<file path="src/rtl/skid_pkg.sv">
// ============================================================================
// Module      : skid_pkg
// Description : Shared helpers for the skid buffer family: ceiling log2 and
//               the counter/pointer width helpers built on it.
// Revision    : 1.0 - initial release
// ============================================================================
`default_nettype none

package skid_pkg;

    // Ceiling log2; clog2(1) = 0.
    function automatic int clog2(input int value);
        int result;
        int rem;
        result = 0;
        rem    = value - 1;
        while (rem > 0) begin
            result = result + 1;
            rem    = rem >> 1;
        end
        return result;
    endfunction

    // Width of a counter able to hold 0..depth inclusive.
    function automatic int count_width(input int depth);
        return clog2(depth + 1);
    endfunction

    // Width of a pointer into an array of 'entries' words; never below 1 bit.
    function automatic int ptr_width(input int entries);
        return (entries > 1) ? clog2(entries) : 1;
    endfunction

endpackage

`default_nettype wire

</file>
<file path="src/rtl/skid_fifo_ring.sv">
// ============================================================================
// Module      : skid_fifo_ring
// Description : Ordered storage ring behind the skid_fifo output register.
//               Pointers wrap explicitly, so ENTRIES need not be a power of 2.
// Revision    : 1.0 - initial release
// ============================================================================
`default_nettype none

module skid_fifo_ring
    import skid_pkg::*;
#(
    parameter int DATA_WIDTH = 32,
    parameter int ENTRIES    = 3
) (
    input  logic                  clk,
    input  logic                  rst,
    input  logic                  push,
    input  logic [DATA_WIDTH-1:0] wdata,
    input  logic                  pop,
    output logic [DATA_WIDTH-1:0] rdata,
    output logic                  empty
);

    localparam int              PW       = ptr_width(ENTRIES);
    localparam int              CW       = count_width(ENTRIES);
    localparam logic [PW-1:0]   LAST_PTR = PW'(ENTRIES - 1);

    logic [DATA_WIDTH-1:0] mem [ENTRIES];
    logic [PW-1:0]         wr_ptr;
    logic [PW-1:0]         rd_ptr;
    logic [CW-1:0]         entries;

    // Storage array: data only, contents are meaningless until counted in.
    always_ff @(posedge clk) begin
        if (push) begin
            mem[wr_ptr] <= wdata;
        end
    end

    // Pointers and entry count; pointers wrap from the last slot back to 0.
    always_ff @(posedge clk or posedge rst) begin
        if (rst) begin
            wr_ptr  <= '0;
            rd_ptr  <= '0;
            entries <= '0;
        end else begin
            if (push) begin
                wr_ptr <= (wr_ptr == LAST_PTR) ? '0 : wr_ptr + PW'(1);
            end
            if (pop) begin
                rd_ptr <= (rd_ptr == LAST_PTR) ? '0 : rd_ptr + PW'(1);
            end
            case ({push, pop})
                2'b10:   entries <= entries + CW'(1);
                2'b01:   entries <= entries - CW'(1);
                default: entries <= entries;
            endcase
        end
    end

    assign rdata = mem[rd_ptr];
    assign empty = (entries == '0);

endmodule

`default_nettype wire

</file>
<file path="src/rtl/skid_fifo.sv">
// ============================================================================
// Module      : skid_fifo
// Description : Elastic valid/ready buffer of DEPTH words: a registered output
//               stage fed by a DEPTH-1 entry ring, with registered up_rdy so
//               dn_rdy never reaches up_rdy combinationally.
//               Optional macro SKID_FIFO_STATUS_EN adds count/almost_full.
// Revision    : 1.0 - initial release
// ============================================================================
`default_nettype none

module skid_fifo
    import skid_pkg::*;
#(
    parameter int DATA_WIDTH  = 32,
    parameter int DEPTH       = 4
`ifdef SKID_FIFO_STATUS_EN
   ,parameter int AFULL_LEVEL = DEPTH - 1
`endif
) (
    input  logic                               clk,
    input  logic                               rst,
    input  logic [DATA_WIDTH-1:0]              up_bus,
    input  logic                               up_val,
    output logic                               up_rdy,
    output logic [DATA_WIDTH-1:0]              dn_bus,
    output logic                               dn_val,
    input  logic                               dn_rdy
`ifdef SKID_FIFO_STATUS_EN
   ,output logic [count_width(DEPTH)-1:0]      count,
    output logic                               almost_full
`endif
);

    localparam int CW = count_width(DEPTH);

    logic                  push;
    logic                  pop;
    logic                  load_en;
    logic                  ring_push;
    logic                  ring_pop;
    logic                  ring_empty;
    logic [DATA_WIDTH-1:0] ring_rdata;
    logic [CW-1:0]         occ;
    logic [CW-1:0]         occ_next;

    assign push    = up_val & up_rdy;
    assign pop     = dn_val & dn_rdy;
    assign load_en = ~dn_val | dn_rdy;

    // The ring head always wins the output register; a push only bypasses
    // the ring when the ring is empty and the output register is loadable.
    assign ring_pop  = load_en & ~ring_empty;
    assign ring_push = push & ~(load_en & ring_empty);

    skid_fifo_ring #(
        .DATA_WIDTH (DATA_WIDTH),
        .ENTRIES    (DEPTH - 1)
    ) u_ring (
        .clk   (clk),
        .rst   (rst),
        .push  (ring_push),
        .wdata (up_bus),
        .pop   (ring_pop),
        .rdata (ring_rdata),
        .empty (ring_empty)
    );

    // Occupancy after this cycle's push and pop.
    always_comb begin
        occ_next = occ;
        case ({push, pop})
            2'b10:   occ_next = occ + CW'(1);
            2'b01:   occ_next = occ - CW'(1);
            default: occ_next = occ;
        endcase
    end

    // Output register: ring head first, then direct bypass, else go idle.
    always_ff @(posedge clk or posedge rst) begin
        if (rst) begin
            dn_val <= 1'b0;
            dn_bus <= '0;
        end else if (load_en) begin
            if (!ring_empty) begin
                dn_val <= 1'b1;
                dn_bus <= ring_rdata;
            end else if (push) begin
                dn_val <= 1'b1;
                dn_bus <= up_bus;
            end else begin
                dn_val <= 1'b0;
            end
        end
    end

    // Occupancy and ready registers; ready reflects room after this edge.
    always_ff @(posedge clk or posedge rst) begin
        if (rst) begin
            occ    <= '0;
            up_rdy <= 1'b0;
        end else begin
            occ    <= occ_next;
            up_rdy <= (occ_next < CW'(DEPTH));
        end
    end

`ifdef SKID_FIFO_STATUS_EN
    if (AFULL_LEVEL < 1 || AFULL_LEVEL > DEPTH) begin : g_afull_check
        $error("skid_fifo: AFULL_LEVEL out of range 1..DEPTH");
    end

    // Almost-full flag tracks the same occupancy update as up_rdy.
    always_ff @(posedge clk or posedge rst) begin
        if (rst) begin
            almost_full <= 1'b0;
        end else begin
            almost_full <= (occ_next >= CW'(AFULL_LEVEL));
        end
    end

    assign count = occ;
`endif

endmodule

`default_nettype wire

</file>
<file path="config.mk">
export PLATFORM = sky130hd
export DESIGN_NAME = skid_fifo
export DESIGN_NICKNAME = d
export VERILOG_FILES = /design/src/rtl/skid_pkg.sv /design/src/rtl/skid_fifo_ring.sv /design/src/rtl/skid_fifo.sv
export SDC_FILE = /design/constraint.sdc
export NUM_CORES = 1
export LEC_CHECK = 0
export BUFFER_PORTS_ARGS = -buffer_cell sky130_fd_sc_hd__buf_2
export CAP_MARGIN = 40
export CORE_MARGIN = 4
export CORE_UTILIZATION = 30
export CTS_CLUSTER_DIAMETER = 30
export DETAILED_ROUTE_END_ITERATION = 10
export GPL_ROUTABILITY_DRIVEN = 0
export PLACE_DENSITY = 0.53
export SKIP_LAST_GASP = 1
export SYNTH_ARGS = -nofsm -noshare
export SYNTH_HDL_FRONTEND = slang
export SYNTH_HIERARCHICAL = 1
export SYNTH_SLANG_ARGS = --single-unit
</file>
<file path="constraint.sdc">
create_clock -name clk -period 4 [get_ports clk]
set_clock_uncertainty 0.05 [all_clocks]
set_input_delay 0.2 -clock clk [delete_from_list [all_inputs] [get_ports clk]]
set_output_delay 0.2 -clock clk [all_outputs]
set_load 0.01 [all_outputs]
</file>
* Word level (Yosys, flattened, before mapping) *
Memory sizes are Yosys's and may differ from the RTL's.
Index checks and enable logic that the tools add are counted.

word-level totals
  word-level logic and storage cells = 44
  input port bits = 36
  flip-flop bits (word level) = 43
  memory bits (writable) = 96
  memories = 1
  output and inout port bits = 34

memories
  memory      depth  bits a word  read ports  clocked after memory_dff  write ports  RTL line              RTL
  u_ring.mem  3      32           1           0                         1            skid_fifo_ring.sv:28  logic [DATA_WIDTH-1:0] mem [ENTRIES];

operators by class
  order comparisons = 1
  add/subtract/negate cells = 6
  bitwise operators = 9
  muxes and demuxes = 10
  reduce and logical (&&, ||, !) cells = 3
  equal/unequal tests = 7

operator list
  kind                                                 count
  2-to-1 mux 32 bit                                    2
  equality test 2 bit, second input constant           4
  adder 2 x 1 -> 2 bit, second input constant          3
  case mux 3 bit (2 select lines)                      1
  bitwise AND 1 bit                                    5
  equality test 2 x 1 -> 1 bit, second input constant  2
  2-to-1 mux 1 bit                                     4
  2-to-1 mux 2 bit                                     2
  case mux 2 bit (2 select lines)                      1
  adder 3 x 1 -> 3 bit, second input constant          1
  < comparator 3 bit, second input constant            1
  NOT 1 bit                                            3
  subtractor 3 x 1 -> 3 bit, second input constant     1
  zero test 2 bit                                      1
  inequality test 2 bit, second input constant         1
  AND reduction 2 bit                                  1
  nonzero test 2 bit                                   1
  subtractor 2 x 1 -> 2 bit, second input constant     1
  bitwise OR 1 bit                                     1

* Longest topological paths before layout *
Gate-level depths: netlist of the first run.

  depth after elaboration = 7
  gate-level depth with buffers = 9
  depth with buffers taken out = 7

* Hierarchy *
Netlist of the first run, hierarchy kept.

modules (own cells, without submodules)
  module          sequential area each (µm²)  cells an instance  area each (µm²)  times used
  skid_fifo_ring  3032.9                      229                3848.7           1
  skid_fifo       925.9                       125                2079.5           1

* Least setup slack after synthesis of the first run *
OpenSTA, ideal clock, no wires.

  path type = reg-to-reg
  start point = register u_ring.entries[0]
  end point = memory u_ring.mem[0][0], enable pin
  stages on the path, launching flop included = 7
  data arrival time = 3.324 ns
  buffers on the path = 2
  required time = 3.486 ns
  setup time = 0.464 ns
  clock period less this slack = 3.838 ns
  setup slack = 0.162 ns
  cells stage by stage = dfrtp_1 > nor2_1 > buf_6 > buf_6 > a21oi_1 > inv_1 > nor3_1

on the way
  word-level cells in the longest chain between the ends = 6

RTL lines
  element                                 RTL line              RTL
  from (decl)                             skid_fifo_ring.sv:31  logic [CW-1:0] entries;
  from (signal assigned)                  skid_fifo_ring.sv:54  2'b10: entries <= entries + CW'(1);
  from (signal assigned)                  skid_fifo_ring.sv:55  2'b01: entries <= entries - CW'(1);
  from (signal assigned)                  skid_fifo_ring.sv:56  default: entries <= entries;
  zero test 2 bit                         skid_fifo_ring.sv:62  assign empty = (entries == '0);
  via ring_empty                          skid_fifo.sv:41       logic ring_empty;
  bitwise AND 1 bit                       skid_fifo.sv:53       assign ring_push = push & ~(load_en & ring_empty);
  NOT 1 bit                               skid_fifo.sv:53
  bitwise AND 1 bit                       skid_fifo.sv:53
  via ring_push                           skid_fifo.sv:39       logic ring_push;
  2-to-1 mux 1 bit                        skid_fifo_ring.sv:35  if (push) begin
  2-to-1 mux 1 bit (not written as such)  skid_fifo_ring.sv:36  mem[wr_ptr] <= wdata;
  to (decl)                               skid_fifo_ring.sv:28

The timed path passes the listed nets, and every way through them passes these cells.

* Worst setup path in the final report of the first run *
  start point = register u_ring.entries[0]
  end point = register dn_bus[31]

on the way
  word-level cells in the longest chain between the ends = 3
  elaborated cells on any way between the ends = 4
  classes of those cells = eq/ne: 1; mux: 1; reduce/logical: 2

RTL lines
  element                                 RTL line              RTL
  zero test 2 bit *                       skid_fifo_ring.sv:62
  via ring_empty                          skid_fifo.sv:41
  inequality test 2 bit (no source line)  --
  AND reduction 2 bit (no source line)    --
  to (signal assigned)                    skid_fifo.sv:86       dn_bus <= ring_rdata;
  to (signal assigned)                    skid_fifo.sv:89       dn_bus <= up_bus;
  to (decl)                               skid_fifo.sv:25       output logic [DATA_WIDTH-1:0] dn_bus,

Mark *: on every way through the listed nets, which the timed path passes. The rest lies on a longest branch.
A chain may end at the register's enable or synchronous reset.

==> flow_metrics.tcl, run 1 <==
set metrics [dict create \
    rsz0062_at_grt "no" \
    final_common_cell "edfxtp_1" \
    period_share_pct 59.7 \
    hold_buffers 33 \
    post-place-ws_ns 1.54 \
    drc 0 \
    tns_ns 0 \
    area_growth_pct 27.0 \
    dp_hpwl_um 7610 \
    relSlewSlack_pct 48.3 \
    ir_worst_vdd_uv 466 \
    totalPowerFinal_mw 5.82 \
    layout.nets 506 \
    worstReg2RegStart "u_ring/entries[0]" \
    p_sw_mw 1.68 \
    combPwrFrac_pct 34.7 \
    power_frac_clock_pct 27.3 \
    required_ns 4.25 \
    drt_iter0_markers 162 \
    regToRegSetupSlack_ns 1.61 \
    hold-path-cell-count 3 \
    rows 51 \
    vias 3163 \
    postCtsResizedCells 0 \
    netSwitchingFraction_pct 29.0 \
    final_util_pct 38.7 \
    antenna_left 0 \
    setup_viol 0 \
    yosysWarnings 6 \
    ys_types 30 \
    overflow 0 \
    met3_usage_pct 4.17 \
    final_cell_mix "96 x edfxtp_1, 69 x buf_2, 54 x mux2_4" \
    fmax_ghz 0.419 \
    hold_class "in -> reg" \
    port_buffers 69 \
    endpoint_kind "flop" \
    h-tree-depth 4 \
    grt_use_met2_pct 16.5 \
    die_w_um 149 \
    cap_viol_max_count 0 \
    cts-buffers-inserted 17 \
    ys_ff_latch 139 \
    min_to "dn_val" \
    cts_sinks 139 \
    worstPathArrival_ns 2.64 \
    timing.final.crit_period_ns 2.39 \
    met1_usage_pct 14.5 \
    fill_cells 1804 \
    crit_type "reg -> reg" \
    wl_um 11600 \
    wl_per_cell_um 15.6 \
    die_area_um2 22100 \
    yosysSeqAreaShare_pct 66.8 \
    grt_max_degree 35 \
    min_from "up_val" \
    die_h_um 149 \
    r2r-end "dn_bus[31]" \
    setup_slack_ns 1.61 \
    busiest_layer "met2" \
    hold_viol_final 0 \
    clk-insertion-delay-late_ns 0.42 \
    drv_slew 0 \
    start_util_pct 30.5 \
    antenna_cells 0 \
    grt_pass1_vias 3313 \
    p_int_mw 4.13 \
    grt_antenna_before_repair 0 \
    synth_area_um2 5930 \
    worst_pin_slew_ns 0.774 \
    grt.total_usage_pct 11.0 \
    io_pins 70 \
    status "finished clean" \
    syn_nets 393 \
    cts_tree "done" \
    clk_pin_slew_ns 0.06 \
    p_per_area_nw_per_um2 773 \
    startpoint_type "flop" \
    viasPerCell 4.25 \
    avgSynthCellArea_um2 16.7 \
    worst-path-max-fanout 20 \
    dr.pass1.iters 4 \
    cts_buffer_depth 2 \
    cts_setup_buffers 0 \
    synth_cells 354 \
    rr_worst_depth 5 \
    p_leak_nw 3.00 \
    coreArea_um2 19500 \
    drive_gt1_share_pct 37.3 \
    grt_pass1_wl_um 18300 \
    power_frac_seq_pct 38.0 \
    cts_root_buf "clkbuf_16" \
]
-- worst max-delay path by stage --
stage | endpoint | slack (ns) | start
floorplan | u_ring/mem[0][0] | 0.16 | u_ring/entries[0]
global placement | dn_bus[31] | 1.59 | u_ring/entries[0]
detailed placement | dn_bus[31] | 1.54 | u_ring/entries[0]
CTS | dn_bus[31] | 1.53 | u_ring/entries[0]
global route | dn_bus[31] | 1.47 | u_ring/entries[0]
finish | dn_bus[31] | 1.61 | u_ring/entries[0]
-- worst max-delay path, stage by stage (launching register included) --
cell	delay, ns
dfrtp_1	0.43
nor2_4	0.06
buf_4	0.24
a21oi_4	0.66
buf_4	0.46
mux2_1	0.35
-- power by group through the flow --
| stage | Clock [mW] | Sequential (mW) | Combinational (mW) |
|---|---|---|---|
| floorplan | 0 | 2.20 | 1.59 |
| global placement | 0 | 2.32 | 1.88 |
| detailed placement | 0 | 2.24 | 2.04 |
| CTS | 1.63 | 2.22 | 2.07 |
| global route | 1.68 | 2.26 | 2.20 |
| finish | 1.59 | 2.21 | 2.02 |
-- logic make-up after synthesis --
logic type                 after synthesis  synth area share, %
muxes                                   98                 21.3
DFF                                    139                 66.8
xor gates and xnor gates                 7                 1.03
AOI/OAI and AO/OA                       37                 3.46
and+or+nand+nor                         48                 3.38
buffers and inverters                   22                 3.25
adders and majority gates                3                0.760
-- metal layers --
metal  share of wire (%)  vias to the layer above  wire, µm
li1                    -                     1528         -
met1                  48                     1556      5580
met2                  45                       61      5250
met3                 5.4                       18       626
met4                 1.4                        0       166
met5                   0                        -         0
-- stage by stage --
stage          instance area, µm²  cells  hold WS (ns)
2_1_floorplan                5930    354       -0.0590
3_3_place_gp                 6500    676         0.107
3_5_place_dp                 6590    680         0.123
4_1_cts                      7530    745        0.0707
5_1_grt                      7530    745        0.0982
6_report                     7530    745         0.102
-- cell usage after synthesis --
| master | n | area share [%] |
|---|---|---|
| edfxtp_1 | 96 | 49 |
| mux2_4 | 54 | 14 |
| dfrtp_1 | 43 | 18 |
| nand2_1 | 34 | 2.2 |
| mux2i_1 | 33 | 5.6 |
| o21ai_1 | 29 | 2.4 |
| mux2_2 | 9 | 1.7 |
| buf_6 | 6 | 1.1 |
| nor2_1 | 6 | 0.38 |
| buf_8 | 5 | 1.3 |
| xnor2_1 | 5 | 0.74 |
| buf_2 | 4 | 0.34 |
| inv_1 | 4 | 0.25 |
| nand2b_1 | 3 | 0.32 |
| o21ai_0 | 3 | 0.25 |
| a21o_1 | 2 | 0.25 |
| clkbuf_1 | 2 | 0.13 |
| ha_1 | 2 | 0.42 |
| mux2_1 | 2 | 0.38 |
| xor2_1 | 2 | 0.30 |
| a21oi_1 | 1 | 0.084 |
| a21oi_4 | 1 | 0.27 |
| and2_1 | 1 | 0.11 |
| buf_4 | 1 | 0.13 |
| fa_1 | 1 | 0.34 |
| nand2_2 | 1 | 0.11 |
| nand3_1 | 1 | 0.084 |
| nor2b_2 | 1 | 0.15 |
| nor3_1 | 1 | 0.084 |
| o21ai_2 | 1 | 0.15 |
-- sequential cells by signal (all words and copies together), names as in the netlist, named ones only --
signal	count
u_ring/wr_ptr	2
dn_val	1
u_ring/rd_ptr	2
up_rdy	1
u_ring/mem	96
occ	2
dn_bus	32
u_ring/entries	2
-- cell type report --
| class | count | area, µm² | area share (%) |
|---|---|---|---|
| multi-input cells | 193 | 1800 | 24.0 |
| clock buffers | 24 | 492 | 6.53 |
| well taps | 265 | 332 | 4.41 |
| clock inverters | 8 | 114 | 1.51 |
| flip-flops and latches | 139 | 3960 | 52.6 |
| repair buffers | 112 | 808 | 10.7 |
| inverters | 4 | 15.0 | 0.200 |
No activity file was read; power rests on OpenSTA's default activity.
==> inputs of run 2 (changes only) <==
--- a/config.mk
+++ b/config.mk
@@ -12,7 +12,7 @@
 export CTS_CLUSTER_DIAMETER = 30
 export DETAILED_ROUTE_END_ITERATION = 10
 export GPL_ROUTABILITY_DRIVEN = 0
-export PLACE_DENSITY = 0.53
+export PLACE_DENSITY = 0.52
 export SKIP_LAST_GASP = 1
 export SYNTH_ARGS = -nofsm -noshare
 export SYNTH_HDL_FRONTEND = slang
==> constraint.sdc (replaced) <==
create_clock -name clk -period 2.2 [get_ports clk]
set_clock_uncertainty 0.05 [all_clocks]
set_input_delay 0.11 -clock clk [delete_from_list [all_inputs] [get_ports clk]]
set_output_delay 0.11 -clock clk [all_outputs]
set_load 0.01 [all_outputs]
==> run 2 against run 1 <==
Against the previous run:
- fmax up 33%
- largest power group is now combinational cells
- non-clock buffer count increased by 5
- first-iteration DRC count fell by 2.5%
- count of clock-buffer cells in the layout unchanged
- critical endpoint is now dn_bus[16]
- sequential power rose by 76%
- die area did not move
- register-to-register slack worse by 1.2 ns
- clock power rose by 66%
==> flow_metrics.tcl, run 2 (synthesis gave the netlist of run 1 again) <==
set metrics [dict create \
    status "finished clean" \
    rsz0062_at_grt "no" \
    place_area_um2 6670 \
    h-tree-depth 4 \
    p_per_area_nw_per_um2 1380 \
    die_h_um 149 \
    clk_pin_slew_ns 0.06 \
    wl_um 11500 \
    required_ns 2.44 \
    grt_pass1_wl_um 18800 \
    cts_setup_buffers 0 \
    layout.nets 511 \
    worst_pin_slew_ns 0.404 \
    final_common_cell "edfxtp_1" \
    coreArea_um2 19500 \
    regToRegSetupSlack_ns 0.41 \
    fmax_ghz 0.558 \
    grt_antenna_before_repair 0 \
    start_util_pct 30.5 \
    drt_iter0_markers 158 \
    startpoint_type "flop" \
    final_cell_mix "96 x edfxtp_1, 69 x buf_2, 54 x mux2_4" \
    hold_viol_final 0 \
    crit_type "reg -> reg" \
    cts-buffers-inserted 17 \
    postCtsResizedCells 0 \
    fill_cells 1818 \
    post-place-ws_ns 0.397 \
    p_leak_nw 3.01 \
    grt_max_degree 51 \
    viasPerCell 4.25 \
    cts_buffer_depth 2 \
    port_buffers 69 \
    period_share_pct 81.4 \
    worstPathArrival_ns 2.03 \
    relSlewSlack_pct 73.0 \
    area_growth_pct 27.5 \
    tns_ns 0 \
    final_util_pct 38.8 \
    worst-path-max-fanout 9 \
    antenna_left 0 \
    fin_area_um2 7560 \
    cts_sinks 139 \
    dp_hpwl_um 7240 \
    drv_slew 0 \
    timing.final.crit_period_ns 1.79 \
    antenna_cells 0 \
    totalPowerFinal_mw 10.4 \
    die_area_um2 22100 \
    ir_worst_vdd_uv 628 \
    grt.total_usage_pct 11.2 \
    drc 0 \
    io_pins 70 \
    cap_viol_max_count 0 \
    rows 51 \
    wl_per_cell_um 15.3 \
    dr.pass1.iters 4 \
    largest_reg_flops 96 \
    overflow 0 \
    die_w_um 149 \
    hold_class "in -> reg" \
    cts_tree "done" \
    endpoint_kind "flop" \
    regMostFlops "u_ring/mem" \
    clk-insertion-delay-late_ns 0.40 \
    top_regs "u_ring/mem x96, dn_bus x32" \
    cts_root_buf "clkbuf_16" \
    vias 3185 \
    hold_buffers 34 \
    setup_slack_ns 0.409 \
    setup_viol 0 \
    grt_pass1_vias 3370 \
    drive_gt1_share_pct 38.4 \
]
==> run 2: area by class of cell <==
type	instances	area (µm²)	area share [%]
Clock buffer	24	482	6.38
Clock inverter	7	66.3	0.878
Tap cell	265	332	4.39
Multi-Input combinational cell	193	1820	24.1
Sequential cell	139	3960	52.4
Inverter	4	15.0	0.199
Timing Repair Buffer	117	878	11.6
==> run 2: worst max-delay path, stage by stage, from the launching register on <==
cell and delay, ns:
dfrtp_1 0.44, nor2_4 0.16, buf_4 0.21, buf_4 0.25
mux2_4 0.31, mux2_4 0.25
==> run 2: power by group <==
part	internal [mW]	switching [mW]	total, mW
Sequential	3.53	0.348	3.88
Combinational	2.18	1.75	3.93
Clock	1.63	1.01	2.64
==> run 2: worst paths after layout <==
check                                  start                 to  depth (start not counted)
hold reg to reg                   dn_bus[31]         dn_bus[31]                          1
hold / removal                        dn_rdy             dn_val                          3
setup reg to reg           u_ring/entries[0]         dn_bus[16]                          5
max in group asynchronous                rst         dn_bus[18]                          4
min in group asynchronous                rst  u_ring/entries[0]                          3
setup / recovery           u_ring/entries[0]         dn_bus[16]                          5
==> run 2: layer usage <==
metal / vias to the layer above / share of wire, % / GRT usage (%)
met1: 1579 / 48 / 14.8
met3: 10 / 3.3 / 3.26
met4: 0 / 1.2 / 3.74
met2: 51 / 48 / 17.7
met5: - / 0 / 0
li1: 1545 / - / -
==> run 2: metrics by stage <==
stage	instances	hold WS [ns]
after floorplan	354	-0.149
after global placement	683	0.0171
after detailed placement	684	0.0201
after CTS	749	0.0701
after global routing	749	0.110
final	749	0.0925
==> inputs of run 3 (changes only) <==
==> constraint.sdc (replaced) <==
create_clock -name clk -period 1.7 [get_ports clk]
set_clock_uncertainty 0.05 [all_clocks]
set_input_delay 0.085 -clock clk [delete_from_list [all_inputs] [get_ports clk]]
set_output_delay 0.085 -clock clk [all_outputs]
set_load 0.01 [all_outputs]
==> run 3 against run 2 <==
Against the previous run:
- routed wire length up 2.6%
- worst hold slack worse by 0.045 ns
- clock power up 29%
- sequential cell count unchanged
- critical path depth up 2
- global-route usage about the same
- critical endpoint is now u_ring/mem[0][25]
- highest routed layer unchanged
==> flow_metrics.tcl, run 3 (synthesis gave the netlist of run 1 again) <==
set metrics [dict create \
    p_leak_nw 3.10 \
    endpoint_kind "flop" \
    grt_pass1_wl_um 18800 \
    r2r-end "u_ring/mem[0][25]" \
    totalPowerFinal_mw 13.9 \
    fin_cells 764 \
    hold_viol_final 0 \
    grt.total_usage_pct 11.2 \
    dp_hpwl_um 7560 \
    largest_reg_flops 96 \
    area_growth_pct 30.6 \
    layout.nets 525 \
    viasPerCell 4.22 \
    crit_type "reg -> reg" \
    min_to "dn_val" \
    hold_class "in -> reg" \
    startpoint_type "flop" \
    antenna_cells 0 \
    worst-path-max-fanout 12 \
    grt_pass1_vias 3381 \
    antenna_left 0 \
    worstPathArrival_ns 1.75 \
    min_from "dn_rdy" \
    clk-insertion-delay-late_ns 0.41 \
    regToRegSetupSlack_ns 0.03 \
    cts_tree "done" \
    grt_antenna_before_repair 0 \
    relSlewSlack_pct 66.0 \
    io_pins 70 \
    final_common_cell "edfxtp_1" \
    p_int_mw 9.73 \
    final_cell_mix "96 x edfxtp_1, 69 x buf_2, 54 x mux2_4" \
    p_sw_mw 4.16 \
    ir_worst_vdd_uv 816 \
    rows 51 \
    power_frac_clock_pct 24.5 \
    power_frac_seq_pct 36.0 \
    die_h_um 149 \
    rr_worst_depth 7 \
    clk_pin_slew_ns 0.06 \
    combPwrFrac_pct 39.5 \
    fill_cells 1816 \
    die_area_um2 22100 \
    h-tree-depth 4 \
    cts-buffers-inserted 17 \
    regMostFlops "u_ring/mem" \
    cts_sinks 139 \
    p_per_area_nw_per_um2 1790 \
    place_inst 691 \
    vias 3223 \
    setup_viol 0 \
    drc 0 \
    wl_um 11800 \
    cap_viol_max_count 0 \
    cts_root_buf "clkbuf_16" \
    fmax_ghz 0.597 \
    drv_slew 0 \
    top_regs "u_ring/mem x96, dn_bus x32" \
    wl_per_cell_um 15.4 \
    drt_iter0_markers 133 \
    status "finished clean" \
    hold_slack_ns 0.0480 \
    dr.pass1.iters 4 \
    drive_gt1_share_pct 41.1 \
    cts_buffer_depth 2 \
    rsz0062_at_grt "yes" \
    worstReg2RegStart "u_ring/entries[1]" \
    start_util_pct 30.5 \
    port_buffers 69 \
    coreArea_um2 19500 \
    required_ns 1.77 \
    die_w_um 149 \
    timing.final.crit_period_ns 1.67 \
    period_share_pct 98.5 \
    grt_max_degree 51 \
    hold-path-cell-count 3 \
    worst_pin_slew_ns 0.509 \
    overflow 0 \
    netSwitchingFraction_pct 29.9 \
]
-- run 3: cell types whose count changed in the layout (fill, tap and decap cells not counted), sizes merged --
cell,delta
clkinvlp,+2
clkbuf,-1
clkinv,+2
dlygate4sd3,-1
buf,+13
-- run 3: layer usage --
layer	GRT usage, %	up-vias	wire length [µm]
met2	18.0	64	5670
met3	3.84	13	575
met5	0	-	0
met4	3.19	0	121
met1	14.3	1574	5390
li1	-	1572	-
-- run 3: what timing repair did --
action | 4_1_cts | 5_1_grt
hold buffers | 33 | 0
endpoints found under the setup margin | 0 | 35
setup buffers | 0 | 6
gates resized for setup | 0 | 2
endpoints found under the hold margin | 121 | 0
-- run 3: worst max path at each step --
stage,startpoint,slack (ns),depth (start not counted),to
2_1_floorplan,u_ring/entries[0],-0.49,6,u_ring/mem[0][0]
3_3_place_gp,dn_val,0.02,6,flop
3_5_place_dp,dn_val,-0.003,6,flop
4_1_cts,dn_val,0.002,6,flop
5_1_grt,dn_val,-0.04,6,flop
6_report,u_ring/entries[1],0.03,7,u_ring/mem[0][25]
-- run 3: per-stage QoR --
step                setup TNS [ns]  worst slack, ns  util, %  cell area (µm²)
global placement                 0           0.0204     34.7             6750
CTS                              0          0.00214     39.2             7630
detailed placement        -0.00258         -0.00258     34.7             6750
global route                -0.476          -0.0423     39.8             7740
floorplan                   -30.48           -0.494        -             5970
finish                           0           0.0252     39.8             7740
-- run 3: critical path: stages, from the launching register on --
cell and delay, ns:
dfrtp_1 0.41, nor2_4 0.08, buf_12 0.14, a21oi_4 0.15
inv_2 0.08, nor3_4 0.15, buf_12 0.15, clkbuf_16 0.18
-- run 3: cell type report --
type / count / area, µm² / share of cell area [%]
multi-input cells: 193 / 1830 / 23.6
clock buffers: 21 / 450 / 5.82
flip-flops and latches: 139 / 3960 / 51.1
repair buffers: 131 / 1060 / 13.7
inverters: 4 / 15.0 / 0.194
clock inverters: 11 / 98.8 / 1.28
well taps: 265 / 332 / 4.28
-- run 3: power by group through the flow --
stage	Combinational [mW]	Clock [mW]	Sequential, mW
floorplan	3.81	0	5.18
global placement	5.26	0	5.04
detailed placement	5.32	0	5.07
CTS	5.40	3.50	5.02
global route	5.97	3.66	5.10
finish	5.49	3.40	5.00
